$ cat src/rtl/x_skew_feeder_pkg.sv
`default_nettype none
// ============================================================================
// Module      : x_skew_feeder_pkg
// Description : Shared defaults, FSM encoding and step-counter sizing for the
//               systolic-array X skew feeder.
// Revision    : 1.0 - initial release
// ============================================================================
package x_skew_feeder_pkg;

    localparam int c_DEF_M          = 5;
    localparam int c_DEF_N          = 3;
    localparam int c_DEF_DATA_WIDTH = 8;

    typedef enum logic [0:0] {
        ST_IDLE   = 1'b0,
        ST_STREAM = 1'b1
    } state_t;

    // Counter must reach M+N-1 (the end-of-stream marker), so size for M+N.
    function automatic int step_cnt_width(input int m, input int n);
        return $clog2(m + n);
    endfunction

endpackage
`default_nettype wire

$ cat src/rtl/x_skew_lane_sel.sv
`default_nettype none
// ============================================================================
// Module      : x_skew_lane_sel
// Description : Per-lane selector: picks element X[step-LANE][LANE] from the
//               flat matrix, or a zero bubble when outside the matrix.
// Revision    : 1.0 - initial release
// ============================================================================
module x_skew_lane_sel
    import x_skew_feeder_pkg::*;
#(
    parameter int M          = c_DEF_M,
    parameter int N          = c_DEF_N,
    parameter int DATA_WIDTH = c_DEF_DATA_WIDTH,
    parameter int CNT_W      = step_cnt_width(M, N),
    parameter int LANE       = 0
) (
    input  logic [DATA_WIDTH*M*N-1:0] mat,
    input  logic [CNT_W-1:0]          step,
    output logic [DATA_WIDTH-1:0]     elem,
    output logic                      valid
);

    // Row r reaches this lane exactly at step r+LANE; unrolled into a mux.
    always_comb begin
        elem  = '0;
        valid = 1'b0;
        for (int r = 0; r < M; r++) begin
            if (32'(step) == r + LANE) begin
                elem  = mat[(r*N + LANE)*DATA_WIDTH +: DATA_WIDTH];
                valid = 1'b1;
            end
        end
    end

endmodule
`default_nettype wire

$ cat src/rtl/x_skew_feeder.sv
`default_nettype none
// ============================================================================
// Module      : x_skew_feeder
// Description : Captures an MxN activation matrix on start and streams it
//               diagonally skewed into the systolic array X port.
// Revision    : 1.0 - initial release
// ============================================================================
module x_skew_feeder
    import x_skew_feeder_pkg::*;
#(
    parameter int M          = c_DEF_M,
    parameter int N          = c_DEF_N,
    parameter int DATA_WIDTH = c_DEF_DATA_WIDTH
) (
    input  logic                      clk,
    input  logic                      rst,
    input  logic                      start,
    input  logic [DATA_WIDTH*M*N-1:0] X_mat,
    output logic [DATA_WIDTH*N-1:0]   X_out,
    output logic [N-1:0]              lane_valid,
    output logic                      busy,
    output logic                      done
);

    localparam int               c_CNT_W = step_cnt_width(M, N);
    localparam logic [c_CNT_W-1:0] c_LAST = c_CNT_W'(M + N - 1);

    state_t                    r_state;
    state_t                    w_state_nxt;
    logic [c_CNT_W-1:0]        r_step;
    logic [c_CNT_W-1:0]        w_step_nxt;
    logic [DATA_WIDTH*M*N-1:0] r_mat;
    logic [DATA_WIDTH*N-1:0]   r_x_out;
    logic [DATA_WIDTH*N-1:0]   w_x_out_nxt;
    logic [N-1:0]              r_valid;
    logic [N-1:0]              w_valid_nxt;
    logic                      r_done;
    logic                      w_done_nxt;
    logic                      w_accept;
    logic [DATA_WIDTH*M*N-1:0] w_sel_mat;
    logic [c_CNT_W-1:0]        w_sel_step;
    logic [DATA_WIDTH*N-1:0]   w_lane_data;
    logic [N-1:0]              w_lane_valid;

    assign w_accept = start && (r_state == ST_IDLE);

    // On acceptance step 0 must come straight from X_mat, not the stale capture.
    assign w_sel_mat  = w_accept ? X_mat : r_mat;
    assign w_sel_step = w_accept ? '0 : r_step;

    for (genvar j = 0; j < N; j++) begin : g_lane
        x_skew_lane_sel #(
            .M          (M),
            .N          (N),
            .DATA_WIDTH (DATA_WIDTH),
            .CNT_W      (c_CNT_W),
            .LANE       (j)
        ) u_sel (
            .mat   (w_sel_mat),
            .step  (w_sel_step),
            .elem  (w_lane_data[j*DATA_WIDTH +: DATA_WIDTH]),
            .valid (w_lane_valid[j])
        );
    end

    always_comb begin
        w_state_nxt = r_state;
        w_step_nxt  = r_step;
        w_x_out_nxt = '0;
        w_valid_nxt = '0;
        w_done_nxt  = 1'b0;
        case (r_state)
            ST_IDLE: begin
                if (start) begin
                    w_state_nxt = ST_STREAM;
                    w_step_nxt  = c_CNT_W'(1);
                    w_x_out_nxt = w_lane_data;
                    w_valid_nxt = w_lane_valid;
                end
            end
            ST_STREAM: begin
                if (r_step == c_LAST) begin
                    w_state_nxt = ST_IDLE;
                    w_step_nxt  = '0;
                    w_done_nxt  = 1'b1;
                end else begin
                    w_step_nxt  = r_step + 1'b1;
                    w_x_out_nxt = w_lane_data;
                    w_valid_nxt = w_lane_valid;
                end
            end
            default: begin
                w_state_nxt = ST_IDLE;
                w_step_nxt  = '0;
            end
        endcase
    end

    always_ff @(posedge clk) begin
        if (rst) begin
            r_state <= ST_IDLE;
            r_step  <= '0;
            r_x_out <= '0;
            r_valid <= '0;
            r_done  <= 1'b0;
        end else begin
            r_state <= w_state_nxt;
            r_step  <= w_step_nxt;
            r_x_out <= w_x_out_nxt;
            r_valid <= w_valid_nxt;
            r_done  <= w_done_nxt;
        end
    end

    // Captured matrix is don't-care after reset, so it carries no reset term.
    always_ff @(posedge clk) begin
        if (w_accept && !rst) begin
            r_mat <= X_mat;
        end
    end

    assign X_out      = r_x_out;
    assign lane_valid = r_valid;
    assign busy       = (r_state == ST_STREAM);
    assign done       = r_done;

endmodule
`default_nettype wire

$ cat config.mk
export PLATFORM = sky130hd
export DESIGN_NAME = x_skew_feeder
export DESIGN_NICKNAME = d
export VERILOG_FILES = /design/src/rtl/x_skew_feeder_pkg.sv /design/src/rtl/x_skew_lane_sel.sv /design/src/rtl/x_skew_feeder.sv
export SDC_FILE = /design/constraint.sdc
export NUM_CORES = 1
export LEC_CHECK = 0
export ABC_CLOCK_PERIOD_IN_PS = 4710
export CORE_ASPECT_RATIO = 1.1
export CORE_MARGIN = 4
export CORE_UTILIZATION = 43
export DETAILED_ROUTE_END_ITERATION = 10
export HOLD_SLACK_MARGIN = 0.15
export PLACE_DENSITY = 0.81
export SLEW_MARGIN = 20
export SYNTH_ARGS = -nofsm -noshare
export SYNTH_HDL_FRONTEND = slang
export SYNTH_SLANG_ARGS = --single-unit
export TNS_END_PERCENT = 1
$ cat constraint.sdc
create_clock -name clk -period 4.71 [get_ports clk]
set_input_delay 0.7065 -clock clk [delete_from_list [all_inputs] [get_ports clk]]
set_output_delay 0.7065 -clock clk [all_outputs]
set_load 0.03 [all_outputs]
### Word-level counts from Yosys, hierarchy flattened

Cells that the tools add are included.

| storage, ports and cells | value |
|---|---|
| input bits | 123 |
| word-level logic and storage cells | 66 |
| bits in registers | 152 |

| operators by class | value |
|---|---|
| reductions and logical operators | 5 |
| add/subtract/negate cells | 1 |
| bitwise logic cells | 1 |
| equal/unequal tests | 8 |
| mux-type cells | 45 |

Operators with widths:

| kind | count |
|---|---|
| $mux W120 | 1 |
| $mux W8 | 15 |
| $mux W24 | 2 |
| $pmux W24 S2 | 1 |
| $mux W1 | 18 |
| $mux W3 | 5 |
| $eq A3 B3 Y1 const B | 4 |
| $pmux W3 S2 | 2 |
| $eq A3 B2 Y1 const B | 2 |
| $add A3 B1 Y3 const B | 1 |
| $eq A3 B1 Y1 const B | 1 |
| $logic_not A3 Y1 | 1 |
| $logic_and A1 B1 Y1 | 2 |
| $ne A2 B2 Y1 const B | 1 |
| $pmux W1 S2 | 1 |
| $reduce_or A2 Y1 | 1 |
| $logic_not A1 Y1 | 1 |
| $not A1 Y1 | 1 |

### Depth between registers and ports, before layout

| logic depth | value |
|---|---|
| word-level depth | 11 |
| depth in mapped cells | 6 |
| depth with buffers taken out | 6 |

### Hierarchy

Synthesis repeated with hierarchy kept, for this count alone.

| second synthesis, totals | value |
|---|---|
| cell total of the unflattened synthesis | 490 |
| area total of the unflattened synthesis | 7537.2 um2 |

Modules (own cells, without submodules):

| module | cells each | sequential area each (um2) | area each (um2) | times used |
|---|---|---|---|---|
| x_skew_feeder | 345 | 4244.1 | 6321.1 | 1 |
| x_skew_lane_sel at g_lane[2].u_sel | 47 | 0.0 | 421.7 | 1 |
| x_skew_lane_sel at g_lane[0].u_sel | 48 | 0.0 | 399.1 | 1 |
| x_skew_lane_sel at g_lane[1].u_sel | 50 | 0.0 | 395.4 | 1 |

### Least setup slack after synthesis

Ideal clock, no wire load.

| timing path | value |
|---|---|
| path type | input to register |
| start | in rst |
| end | reg r_mat[0] (enable) |
| buffers on the path | 1 |
| cell stages on the path | 2 |
| library setup time | 512 ps |
| data required time | 4198 ps |
| path slack | 104 ps |
| data arrival time | 4094 ps |
| cell sequence | clkbuf_1 > nor2_2 |

| on the way | value |
|---|---|
| word-level cells in the longest chain between the ends | 2 |

Ends and longest elaborated chain:

| what | RTL line | RTL |
|---|---|---|
| from (decl) | x_skew_feeder.sv:16 | `input logic rst,` |
| $logic_not A1 Y1 | x_skew_feeder.sv:117 | `if (w_accept && !rst) begin` |
| $logic_and A1 B1 Y1 | x_skew_feeder.sv:117 |  |
| to (signal assigned) | x_skew_feeder.sv:118 | `r_mat <= X_mat;` |
| to (decl) | x_skew_feeder.sv:32 | `logic [DATA_WIDTH*M*N-1:0] r_mat;` |

Every way passes these cells.
A chain may end at the register's enable or synchronous reset.

### Worst setup path after layout

| timing path | value |
|---|---|
| start | in start |
| end | reg r_mat[67] (enable) |

| on the way | value |
|---|---|
| word-level cells in the longest chain between the ends | 2 |

Ends and longest elaborated chain:

| what | RTL line | RTL |
|---|---|---|
| from (decl) | x_skew_feeder.sv:17 | `input logic start,` |
| $logic_and A1 B1 Y1 | x_skew_feeder.sv:45 | `assign w_accept = start && (r_state == ST_IDLE);` |
| $logic_and A1 B1 Y1 | x_skew_feeder.sv:117 |  |

Every way passes these cells.

==> results.cfg <==
[cts]
postCtsSetupBuffers = 0
cts_made_buffers = 17
ctsResizeCount = 0
cts_tree = done
cts_hold_buffers = 0
clk_root_buffer_cell = clkbuf_16
h-tree-depth = 4
clkSinkCount = 152
clk-insertion-delay-late_ns = 0.41
path_clk_slew_ns = 0.06
clk_path_buf_depth = 2

[die]
core_um2 = 12600
die_w_um = 116
die_y_um = 127
start_util = 0.440
ios = 152
std_cell_rows = 43
die_area_um2 = 14800

[yosys]
synth_area_um2 = 5560
synth_edf_count = 120
async_reset_ff_frac = 0
syn_nets = 479
syn_avg_cell_area_um2 = 15.7
yosysWarnings = 0
ys_seq_area_frac = 0.763
synthFlopType = edfxtp_1
synth_cell_type_count = 37
syn_inst = 354
synth-seq-cells = 152

[sta]
worst_pin_slew_ns = 0.915
finalWorstSetupSlack_ns = 2.31
finalHoldViolCount = 0
setup_tns_ns = 0
setup_viol = 0
rsz0062_at_grt = false
min_period_ns = 2.40
fin_worst_skew_ns = 0.00754
clock.fmax_mhz = 416
final_max_slew_viol_count = 0
fin_crit_sh = 0.511
max-slew-margin-rel = 0.389

[cells_and_area]
num_antenna_cells = 0
nets = 634
nFillCells = 951
multi_input_area_um2 = 1200
drive_gt1_frac = 0.117
design_area_um2 = 7830
stdcell_count = 678
area_delta_synth_final_pct = 40.8
seq_area_um2 = 4250

[power_and_ir_drop]
vdd_drop_max_v = 0.000230
power.density_nw_per_um2 = 406
switchingPower_mw = 0.643
clock_power_share = 0.430
finalPower_mw = 3.18
pwr-share-seq = 0.482
power_leakage_nw = 2.63
combPwrFrac = 0.088
p_int_mw = 2.54
power.share.switching = 0.202

[route]
first_pass_iters = 4
viasPerCell = 5.08
wl_um = 12100
drtIter0Drc = 190
antenna_left = 0
wl_per_cell_um = 17.8
routed-via-count = 3445
drc = 0

[global_routing]
antenna_found_initial = 0
grt_pass1_vias = 3643
grt_max_degree = 119
grt-ovfl-total = 0
grt_pass1_wl_um = 18200
grt_usage = 0.166

[setup_path]
end_kind = flip-flop
path_class = primary input to flip-flop
arrival_ns = 2.44
cp.required_ns = 4.75
worstSetupStartpointType = primary input
cp_max_fo = 118
path_cells = clkdlybuf4s50_1 -> nand2b_1 -> nor2_4 -> buf_12
crit_slowest_cell = clkdlybuf4s50_1
critPathMaxStageDelay_ns = 0.53

[place]
gp_congestion = 0.782
io_buffers = 151
hpwlAfterDp_um = 8380
dpl.cell_count = 647
place_ws_ns = 1.93
placed_area_um2 = 7210

[run_status]
run_status = complete, no violations

[hold_path]
hp-class = flip-flop to flip-flop

[run]
cap_violations = 0
==> cell usage after synthesis (8+ instances only) <==
cell type  instances  area [µm²]
a21oi_1           24         120
a32o_1             8        80.1
dfxtp_1           32         641
edfxtp_1         120        3600
mux2_2            15         169
mux2i_1           13         130
nand2_1           28         105
nand2b_1           9        56.3
nor2_1            15        56.3
nor3_1            10        50.1
o21ai_0           16        80.1
o22ai_1            8        50.1
==> through the flow <==
| stage | hold slack (ns) | util |
|---|---|---|
| floorplan | 0.483 | - |
| global placement | 0.497 | 0.571 |
| detailed placement | 0.510 | 0.571 |
| CTS | 0.520 | 0.619 |
| global route | 0.555 | 0.619 |
| finish | 0.515 | 0.619 |
==> kinds of logic (layout without fill, tap and decap cells) <==
group	count (synthesis)	count (layout)	synth area share
buffers and inverters	24	191	0.0218
adder cells (fa/ha/maj)	2	2	0.00450
multiplexers	28	28	0.0538
AO/OA/AOI/OAI	74	74	0.0934
AND/OR/NAND/NOR	74	74	0.0632
flip-flops	152	152	0.763
==> power groups by stage <==
stage               clock network [mW]  logic (mW)  registers (mW)
floorplan                            0       0.109            1.58
global placement                     0       0.275            1.56
detailed placement                   0       0.280            1.56
CTS                               1.40       0.282            1.53
global route                      1.45       0.298            1.54
finish                            1.37       0.278            1.53
==> sequential cells by signal, indices dropped and copies added, names as in the netlist <==
name / flops
done: 1
lane_valid: 3
r_step: 3
busy: 1
r_mat: 120
X_out: 24
==> routing by layer <==
layer  global-route usage  share of wire  up-vias
met5                    0              0        -
met4               0.0573          0.013        0
met3               0.0578          0.064       13
met2                0.286           0.52      127
met1                0.192           0.40     1655
li1                     -              -     1650
==> placed cells by master, fill, tap and decap left out, types with 2 or more instances in the layout <==
cell type / instances
clkdlybuf4s50_1: 151
edfxtp_1: 120
dfxtp_1: 31
nand2_1: 28
a21oi_1: 24
clkbuf_16: 17
o21ai_0: 16
nor2_1: 15
mux2_2: 15
mux2i_1: 13
nor3_1: 10
nand2b_1: 9
o22ai_1: 8
a32o_1: 8
o22a_1: 6
inv_1: 5
o21ai_1: 3
clkinv_2: 3
clkbuf_8: 3
bufinv_16: 3
buf_4: 3
nor2b_1: 2
nand3_1: 2
and3_1: 2
a221oi_1: 2
a2111oi_4: 2
ha_1: 2
clkinvlp_4: 2
clkinv_4: 2
==> path summary, 6_finish.rpt <==
check / startpoint / end / slack [ns] / cells past startpoint
max: start / r_mat[67] / 2.31 / 4
min: r_mat[115] / X_out[19] / 0.51 / 2
max reg2reg: r_step[1] / X_out[20] / 2.42 / 5
min reg2reg: r_mat[115] / X_out[19] / 0.51 / 2
==> final cells by class <==
cell class              instances  area share
flip-flops and latches        152       0.542
inverters                       5     0.00240
multi-input cells             178       0.153
clock buffers                  20      0.0596
clock inverters                11      0.0187
well taps                     157      0.0251
repair buffers                155       0.199
==> critical path: cells and delay by family <==
family | cells | cell delay, ns
buffers and inverters | 2 | 0.99
and+or+nand+nor | 2 | 0.58
(Power assumes the default switching activity.)
